===== config.mk =====
export PLATFORM = sky130hd
export DESIGN_NAME = load_store_unit_flat
export DESIGN_NICKNAME = d
export VERILOG_FILES = /design/src/rtl/load_store_unit_if.sv /design/src/rtl/load_store_unit.sv /design/src/flat_wrapper.sv
export SDC_FILE = /design/constraint.sdc
export NUM_CORES = 1
export LEC_CHECK = 0
export ABC_AREA = 1
export BUFFER_PORTS_ARGS = -buffer_cell sky130_fd_sc_hd__buf_2
export CAP_MARGIN = 15
export CORE_UTILIZATION = 50
export CTS_BUF_LIST = sky130_fd_sc_hd__clkbuf_16
export CTS_CLUSTER_DIAMETER = 100
export DETAILED_ROUTE_END_ITERATION = 8
export GPL_TIMING_DRIVEN = 0
export MAX_ROUTING_LAYER = met4
export PLACE_DENSITY = 0.79
export SYNTH_ARGS = -nofsm -noshare
export SYNTH_HDL_FRONTEND = slang
export SYNTH_SLANG_ARGS = --single-unit
export TNS_END_PERCENT = 50

===== constraint.sdc =====
create_clock -name clk -period 4.25 [get_ports clk]
set_clock_uncertainty 0.15 [all_clocks]
set_input_delay 0.425 -clock clk [delete_from_list [all_inputs] [get_ports clk]]
set_output_delay 0.425 -clock clk [all_outputs]
set_load 0.02 [all_outputs]

===== src/rtl/load_store_unit_if.sv =====
// Data-memory bus between the load/store unit (master) and the memory (slave).
interface load_store_unit_if;
    logic        mem_req;
    logic        mem_we;
    logic [63:0] mem_addr;
    logic [63:0] mem_wdata;
    logic [7:0]  mem_wstrb;
    logic        mem_ready;
    logic [63:0] mem_rdata;

    modport master (
        output mem_req, mem_we, mem_addr, mem_wdata, mem_wstrb,
        input  mem_ready, mem_rdata
    );

    modport slave (
        input  mem_req, mem_we, mem_addr, mem_wdata, mem_wstrb,
        output mem_ready, mem_rdata
    );
endinterface


===== src/rtl/load_store_unit.sv =====
// Memory-access stage: turns load/store requests into aligned 64-bit bus
// transactions and returns size-adjusted, extended load data to write-back.
module load_store_unit #(
    parameter int TIMEOUT = 16
) (
    input  logic        clk,
    input  logic        reset,
    input  logic        MemRead,
    input  logic        MemWrite,
    input  logic [2:0]  funct3,
    input  logic [63:0] address,
    input  logic [63:0] write_data,
    output logic [63:0] read_data,
    output logic        stall,
    output logic        done,
    output logic        misaligned,
    output logic        bus_error,
    load_store_unit_if.master mem
);

    typedef enum logic [1:0] {
        S_IDLE,
        S_REQ,
        S_DONE
    } state_t;

    localparam logic [7:0] TMO_LAST = 8'(TIMEOUT - 1);

    state_t      state_q, state_d;
    logic [63:0] addr_q, addr_d;
    logic [2:0]  f3_q, f3_d;
    logic        we_q, we_d;
    logic [63:0] wdata_q, wdata_d;
    logic [63:0] rdata_q, rdata_d;
    logic [7:0]  cnt_q, cnt_d;
    logic        mis_q, mis_d;
    logic        berr_q, berr_d;

    logic        op;
    logic        in_misaligned;
    logic [2:0]  off;
    logic [63:0] shifted;

    assign op  = MemRead | MemWrite;
    assign off = addr_q[2:0];

    always_comb begin
        unique case (funct3[1:0])
            2'b01:   in_misaligned = address[0];
            2'b10:   in_misaligned = |address[1:0];
            2'b11:   in_misaligned = |address[2:0];
            default: in_misaligned = 1'b0;
        endcase
    end

    always_comb begin
        state_d = state_q;
        addr_d  = addr_q;
        f3_d    = f3_q;
        we_d    = we_q;
        wdata_d = wdata_q;
        rdata_d = rdata_q;
        cnt_d   = cnt_q;
        mis_d   = mis_q;
        berr_d  = berr_q;

        unique case (state_q)
            S_IDLE: begin
                if (op) begin
                    addr_d  = address;
                    f3_d    = funct3;
                    we_d    = MemWrite;
                    wdata_d = write_data;
                    rdata_d = '0;
                    cnt_d   = '0;
                    mis_d   = 1'b0;
                    berr_d  = 1'b0;
                    // Stores have no unsigned variants, so funct3[2] is illegal for them.
                    if (funct3 == 3'b111 || (MemWrite && funct3[2])) begin
                        berr_d  = 1'b1;
                        state_d = S_DONE;
                    end else if (in_misaligned) begin
                        mis_d   = 1'b1;
                        state_d = S_DONE;
                    end else begin
                        state_d = S_REQ;
                    end
                end
            end
            S_REQ: begin
                if (mem.mem_ready) begin
                    rdata_d = mem.mem_rdata;
                    state_d = S_DONE;
                end else if (cnt_q == TMO_LAST) begin
                    berr_d  = 1'b1;
                    state_d = S_DONE;
                end else begin
                    cnt_d = cnt_q + 8'd1;
                end
            end
            S_DONE: begin
                mis_d   = 1'b0;
                berr_d  = 1'b0;
                state_d = S_IDLE;
            end
            default: state_d = S_IDLE;
        endcase
    end

    always_ff @(posedge clk) begin
        if (reset) begin
            state_q <= S_IDLE;
            addr_q  <= '0;
            f3_q    <= '0;
            we_q    <= 1'b0;
            wdata_q <= '0;
            rdata_q <= '0;
            cnt_q   <= '0;
            mis_q   <= 1'b0;
            berr_q  <= 1'b0;
        end else begin
            state_q <= state_d;
            addr_q  <= addr_d;
            f3_q    <= f3_d;
            we_q    <= we_d;
            wdata_q <= wdata_d;
            rdata_q <= rdata_d;
            cnt_q   <= cnt_d;
            mis_q   <= mis_d;
            berr_q  <= berr_d;
        end
    end

    always_comb begin
        mem.mem_req   = 1'b0;
        mem.mem_we    = 1'b0;
        mem.mem_addr  = '0;
        mem.mem_wdata = '0;
        mem.mem_wstrb = '0;
        if (state_q == S_REQ) begin
            mem.mem_req   = 1'b1;
            mem.mem_we    = we_q;
            mem.mem_addr  = {addr_q[63:3], 3'b000};
            mem.mem_wdata = wdata_q << {off, 3'b000};
            if (we_q) begin
                unique case (f3_q[1:0])
                    2'b00:   mem.mem_wstrb = 8'h01 << off;
                    2'b01:   mem.mem_wstrb = 8'h03 << off;
                    2'b10:   mem.mem_wstrb = 8'h0F << off;
                    default: mem.mem_wstrb = 8'hFF;
                endcase
            end
        end
    end

    assign stall      = (state_q == S_REQ) || (state_q == S_IDLE && op);
    assign done       = (state_q == S_DONE);
    assign misaligned = done & mis_q;
    assign bus_error  = done & berr_q;
    assign shifted    = rdata_q >> {off, 3'b000};

    always_comb begin
        read_data = '0;
        if (done && !we_q && !mis_q && !berr_q) begin
            unique case (f3_q)
                3'b000:  read_data = {{56{shifted[7]}}, shifted[7:0]};
                3'b001:  read_data = {{48{shifted[15]}}, shifted[15:0]};
                3'b010:  read_data = {{32{shifted[31]}}, shifted[31:0]};
                3'b011:  read_data = shifted;
                3'b100:  read_data = {56'd0, shifted[7:0]};
                3'b101:  read_data = {48'd0, shifted[15:0]};
                3'b110:  read_data = {32'd0, shifted[31:0]};
                default: read_data = '0;
            endcase
        end
    end

endmodule


===== src/flat_wrapper.sv =====
// flat-port wrapper written by rule: the top's interface ports become plain ports
module load_store_unit_flat 
#(
    parameter int TIMEOUT = 16
)
  (clk, reset, MemRead, MemWrite, funct3, address, write_data, read_data, stall, done, misaligned, bus_error, mem_mem_req, mem_mem_we, mem_mem_addr, mem_mem_wdata, mem_mem_wstrb, mem_mem_ready, mem_mem_rdata);
  load_store_unit_if mem_i ();
  input  logic clk;
  input  logic reset;
  input  logic MemRead;
  input  logic MemWrite;
  input  logic [2:0] funct3;
  input  logic [63:0] address;
  input  logic [63:0] write_data;
  output logic [63:0] read_data;
  output logic stall;
  output logic done;
  output logic misaligned;
  output logic bus_error;
  output wire logic [$bits(mem_i.mem_req)-1:0] mem_mem_req;
  output wire logic [$bits(mem_i.mem_we)-1:0] mem_mem_we;
  output wire logic [$bits(mem_i.mem_addr)-1:0] mem_mem_addr;
  output wire logic [$bits(mem_i.mem_wdata)-1:0] mem_mem_wdata;
  output wire logic [$bits(mem_i.mem_wstrb)-1:0] mem_mem_wstrb;
  input wire logic [$bits(mem_i.mem_ready)-1:0] mem_mem_ready;
  input wire logic [$bits(mem_i.mem_rdata)-1:0] mem_mem_rdata;
  assign mem_mem_req = mem_i.mem_req;
  assign mem_mem_we = mem_i.mem_we;
  assign mem_mem_addr = mem_i.mem_addr;
  assign mem_mem_wdata = mem_i.mem_wdata;
  assign mem_mem_wstrb = mem_i.mem_wstrb;
  assign mem_i.mem_ready = mem_mem_ready;
  assign mem_i.mem_rdata = mem_mem_rdata;
  load_store_unit #(.TIMEOUT(TIMEOUT)) u_core (.clk(clk), .reset(reset), .MemRead(MemRead), .MemWrite(MemWrite), .funct3(funct3), .address(address), .write_data(write_data), .read_data(read_data), .stall(stall), .done(done), .misaligned(misaligned), .bus_error(bus_error), .mem(mem_i));
endmodule

=== Word-level counts from Yosys, hierarchy flattened ===
Index checks and enable logic that the tools add are counted.
Widths: inputs -> output; s select.

* Add/subtract/negate cells: 1
* Multipliers: 0
* Div/mod/pow operators: 0
* Order comparisons: 0
* Eq/ne operators: 21
* Shift operators: 5
* Muxes and demuxes: 32
* Bitwise operators: 3
* Reduce and logical (&&, ||, !) cells: 24

{| class="wikitable"
|+ Operators with widths
! cell !! number
|-
| $pmux 64 s7 || 1
|-
| $mux 64 || 5
|-
| $pmux 64 s2 || 1
|-
| $shl 64x6->64 || 1
|-
| $shr 64x6->64 || 1
|-
| $mux 8 || 5
|-
| $pmux 8 s3 || 1
|-
| $pmux 8 s2 || 1
|-
| $eq 3x3->1 const B || 4
|-
| $mux 2 || 5
|-
| $mux 1 || 9
|-
| $add 8x1->8 const B || 1
|-
| $eq 2x2->1 const B || 4
|-
| $eq 8x4->1 const B || 1
|-
| $reduce_and 4->1 || 2
|-
| $shl 1x3->8 const A || 1
|-
| $shl 2x3->8 const A || 1
|-
| $shl 4x3->8 const A || 1
|-
| $eq 2x1->1 const B || 3
|-
| $eq 3x2->1 const B || 2
|-
| $ne 2x2->1 const B || 3
|-
| $pmux 1 s3 || 2
|-
| $reduce_and 2->1 || 3
|-
| $logic_and 1x1->1 || 5
|-
| other kinds (16) || 23
|}

* Flip-flop bits (word level): 208
* Latch bits: 0
* RAM bits: 0
* Bits in read-only memories: 0
* Input port bits: 200
* Output and inout bits: 206
* Word-level logic and storage cells: 95
* Memories kept: 0

=== Depth between registers and ports, before layout ===
* Depth in word-level cells: 6
* Depth in mapped cells: 15

=== Worst setup path after synthesis ===
OpenSTA, ideal clock, no wires.

* Path kind: reg2out
* Start point: register u_core.state_q[0]
* End point: output read_data[10]
* Arrival time: 1.828 ns
* Slack: 1.847 ns
* Cell stages (with the launch flop): 8
* Buffers on the path: 1
* Cell sequence: dfxtp_1 inv_1 ha_1 inv_1 nor4_1 o21ai_4 buf_2 a21oi_1

* Word-level cells in the longest chain between the ends: 5

{| class="wikitable"
|+ Ends and longest elaborated chain
! element !! RTL line !! RTL
|-
| start: declaration || load_store_unit.sv:29 || <nowiki>state_t state_q, state_d;</nowiki>
|-
| start signal: assignment || load_store_unit.sv:122 || <nowiki>state_q <= state_d;</nowiki>
|-
| $eq 2x2->1 || load_store_unit.sv:157 || <nowiki>assign done = (state_q == S_DONE);</nowiki>
|-
| named net done || flat_wrapper.sv:17 || <nowiki>output logic done;</nowiki>
|-
| $logic_and 1x1->1 (3 in a row) || load_store_unit.sv:164 || <nowiki>if (done && !we_q && !mis_q && !berr_q) begin</nowiki>
|-
| $mux 64 || load_store_unit.sv:164 ||
|-
| end: declaration || flat_wrapper.sv:15 || <nowiki>output logic [63:0] read_data;</nowiki>
|}

The timed path passes the listed nets, and every way through them passes these cells.

=== Final worst setup path ===
* Start point: register u_core.state_q[1]
* End point: output mem_mem_addr[63]

* Word-level cells in the longest chain between the ends: 2

{| class="wikitable"
|+ Ends and longest elaborated chain
! element !! RTL line !! RTL
|-
| $eq 2x1->1 || load_store_unit.sv:140 || <nowiki>if (state_q == S_REQ) begin</nowiki>
|-
| $mux 64 || load_store_unit.sv:140 ||
|-
| end: declaration || flat_wrapper.sv:22 || <nowiki>output wire logic [$bits(mem_i.mem_addr)-1:0] mem_mem_addr;</nowiki>
|}

No other way between the ends.

==> flow_summary.rst <==
.. list-table::
   :header-rows: 1

   * - Metric
     - Value
   * - Power per cell area
     - 428.5 mW/mm2
   * - Total track usage
     - 0.4968
   * - Die area
     - ~0.026 mm2
   * - Yosys warnings
     - 0
   * - Number of setup violations in the final report
     - 0
   * - CP max FO
     - 10
   * - Relative slew margins
     - 0.4119
   * - Drt via density
     - between 5 and 6
   * - HP Class
     - primary input to register
   * - First-pass GRT wire length
     - approximately 95,000 um
   * - Transition at the pin with the smallest max-transition slack
     - between 0.8 and 0.9 ns
   * - Launching element type of the critical path
     - register
   * - Fraction of post-synthesis cell area in the top cell type by area
     - 0.3327
   * - Global routing met3 resource utilization
     - 0.1234
   * - Sequential area share after synthesis
     - 0.3327
   * - FILL cells
     - approximately 2,100
   * - Yosys top cell by area
     - sky130_fd_sc_hd__dfxtp_1
   * - Via count
     - ~18,000
   * - Clk_lat worst skew
     - about 0.55 ns
   * - Final Cycle Share
     - 0.9176
   * - Met2 Resource Use GR
     - 0.7492
   * - Ys async rst share
     - 0
   * - Placement Rows
     - 57
   * - Most used routing layer
     - met2
   * - R2r endpoint
     - u_core.addr_q[33]
   * - Mean instance size in the synthesized netlist
     - 6.127 um2
   * - Iter 0 DRT Violations
     - around 2,700
   * - Final Non-Filler Cells
     - ~2,900
   * - Worst Path Arrival
     - 3.32 ns
   * - Drt drc
     - 0
   * - Routability congestion estimate from global placement
     - about 1.1
   * - Width of the chip
     - 160.2 um
   * - Highest clock rate
     - around 260 MHz
   * - Pre-antenna DRT Iters
     - 8
   * - Critical path required time
     - about 3.7 ns
   * - Number of global-route vias before repair
     - 16,430
   * - Number of placed instances with taps included
     - ~2,800
   * - Dominant cells by area after synthesis
     - sky130_fd_sc_hd__dfxtp_1, sky130_fd_sc_hd__nand2_1, sky130_fd_sc_hd__nor2_1, sky130_fd_sc_hd__o21ai_0, sky130_fd_sc_hd__inv_1
   * - Global Route met1 Usage
     - 0.6048
   * - Clock tree from TritonCTS
     - done
   * - Post-DR wirelength/cell
     - between 20 and 25 um
   * - Depth of the CTS H-tree
     - 1
   * - Most common cell after layout, fill and taps aside
     - sky130_fd_sc_hd__buf_2
   * - Maximum ir drop on the vdd rail
     - between 300 and 400 uV
   * - Global route overflow
     - 0
   * - Most common flop cell mapped by yosys
     - sky130_fd_sc_hd__dfxtp_1
   * - R2r setup slk
     - 1.37 ns
   * - CP Capture Type
     - output pin
   * - Most frequent cells in the layout
     - sky130_fd_sc_hd__buf_2, sky130_fd_sc_hd__nand2_1, sky130_fd_sc_hd__nor2_1
   * - Post-synth cell types
     - 44
   * - Final min period
     - 3.900 ns
   * - Slew Viols, Final
     - 0
   * - Number of nets in the finished design
     - approximately 2,800
   * - Antenna violations before repair
     - 6
   * - RSZ-0062 raised after global routing
     - no
   * - Run status
     - finished clean
   * - Syn Std Cell Area
     - 0.01252 mm2
   * - Die extent in y
     - around 160 um
   * - Depth of the worst hold-timing path
     - 3
   * - R2R depth
     - 9
   * - Synthesized instance count
     - 2,043
   * - I/O pin cnt
     - 406
   * - Final hold viol count
     - 0
   * - Endpoint of the worst hold-timing path
     - u_core.rdata_q[36]
   * - Starting density of the core
     - 0.5117
   * - Reported max-cap violation count
     - 0
   * - Number of clock sinks
     - between 200 and 250
   * - Area of the core
     - between 0.02 and 0.025 mm2
   * - Longest Clk Path Bufs
     - 3
   * - Number of nets still failing antenna checks after routing
     - 0
   * - Hpwl dp
     - 45,060 um
   * - Type of the worst setup path
     - register to output pin
   * - Area Overhead vs Synth
     - 34.71%
   * - Startpoint of the worst hold path
     - mem_mem_rdata[36]
   * - CTS buffer count
     - 24
   * - Clock transition at path regs
     - 0.06 ns
   * - Ratio of cells with drive above 1 in the final layout
     - 0.2134
   * - Post-cts gate resize count
     - 0
   * - Synthesis-stage register bit count
     - ~210
   * - Count of flip-flops with a built-in enable after synthesis
     - 0
   * - Leakage
     - 8.493 nW
   * - Critical R2R Launch
     - u_core.state_q[0]
   * - Root cell of the clock tree
     - sky130_fd_sc_hd__clkbuf_16
   * - Routed WL
     - between 60,000 and 70,000 um
   * - Port Buffers
     - 401
   * - Setup TNS
     - 0 ns
   * - Pin count of the biggest net entering global routing
     - 14
## worst max-delay path by stage
| stage | to | slack, ns | startpoint | cells after the start |
|---|---|---|---|---|
| after floorplan | read_data[10] | 1.85 | u_core.state_q[0] | 7 |
| after global placement | mem_mem_wdata[41] | 1.25 | u_core.state_q[1] | 8 |
| after detailed placement | mem_mem_wdata[41] | 1.19 | u_core.state_q[1] | 8 |
| after CTS | mem_mem_wdata[41] | 0.60 | u_core.state_q[0] | 7 |
| after global routing | read_data[24] | 0.40 | u_core.state_q[0] | 10 |
| final | mem_mem_addr[63] | 0.35 | u_core.state_q[1] | 8 |
## layer usage
layer	share of wire	routed length, um
met4	0.068	4424
met3	0.13	8523
met5	0	0
met2	0.43	27820
met1	0.37	24450
## synth_stat cells, types with 13 or more instances
master,instances
sky130_fd_sc_hd__o21a_1,15
sky130_fd_sc_hd__o211ai_1,13
sky130_fd_sc_hd__dfxtp_1,208
sky130_fd_sc_hd__nand3_1,73
sky130_fd_sc_hd__or2_2,17
sky130_fd_sc_hd__buf_1,14
sky130_fd_sc_hd__clkbuf_1,77
sky130_fd_sc_hd__a31oi_1,16
sky130_fd_sc_hd__o21ai_0,249
sky130_fd_sc_hd__o22ai_1,23
sky130_fd_sc_hd__nor3_1,13
sky130_fd_sc_hd__a211oi_1,27
sky130_fd_sc_hd__nor2_1,354
sky130_fd_sc_hd__nand2_1,442
sky130_fd_sc_hd__a21oi_1,145
sky130_fd_sc_hd__inv_1,210
sky130_fd_sc_hd__buf_2,49
## stage by stage
stage	hold slack, ns	total power, mW	worst slack [ns]	utilization	area, um2
after detailed placement	0.3115	4.798	1.193	0.6106	14940
after global routing	0.01098	7.432	0.4029	0.6893	16860
final	0.003347	7.226	0.3502	0.6893	16860
after floorplan	0.2853	3.905	1.847	-	12520
after global placement	0.2994	4.766	1.253	0.6106	14940
after CTS	0.0001805	6.968	0.6023	0.6887	16850
## final cells by class
cell class              instances  area (um2)  area share
multi-input cells            1459        6777      0.4019
flip-flops and latches        208        4164      0.2470
repair buffers                512        3118      0.1849
inverters                     221       834.6     0.04950
plain buffers                 157       749.5     0.04445
clock buffers                  24       600.6     0.03562
well taps                     324       405.4     0.02404
clock inverters                20       197.7     0.01172
diodes                          6       15.01   0.0008905
## worst max-delay path: stages (launching register included)
cell	delay, ns
sky130_fd_sc_hd__dfxtp_1	0.36
sky130_fd_sc_hd__inv_1	0.12
sky130_fd_sc_hd__ha_1	0.18
sky130_fd_sc_hd__buf_2	0.20
sky130_fd_sc_hd__clkbuf_1	0.69
sky130_fd_sc_hd__clkbuf_1	0.65
sky130_fd_sc_hd__nand2_1	0.21
sky130_fd_sc_hd__inv_1	0.18
sky130_fd_sc_hd__buf_2	0.19
## logic make-up after synthesis
logic type                 share of synthesized area
other                                      0.0002996
DFF                                           0.3327
buffers and inverters                         0.1266
muxes                                       0.003199
adders and majority gates                   0.009996
xor gates and xnor gates                    0.001400
AOI/OAI and AO/OA                             0.2213
and+or+nand+nor                               0.3046
## sequential cells by signal, summed over array words and instances, names as in the netlist
register	count
u_core.cnt_q	8
u_core.wdata_q	64
u_core.f3_q	3
u_core.state_q	2
u_core.we_q	1
u_core.addr_q	64
u_core.rdata_q	64
u_core.berr_q	1
u_core.mis_q	1
## repair_timing
action	in CTS	in global routing
hold buffers	111	0
setup buffers	0	0
hold endpoints to repair	111	0
## power breakdown
| group | switching [mW] | leakage [nW] | internal, mW |
|---|---|---|---|
| Sequential | 0.183 | 1.72 | 2.20 |
| Clock | 0.935 | 0.388 | 1.22 |
| Combinational | 1.90 | 6.39 | 0.786 |
No activity file was read; power rests on OpenSTA's default activity.
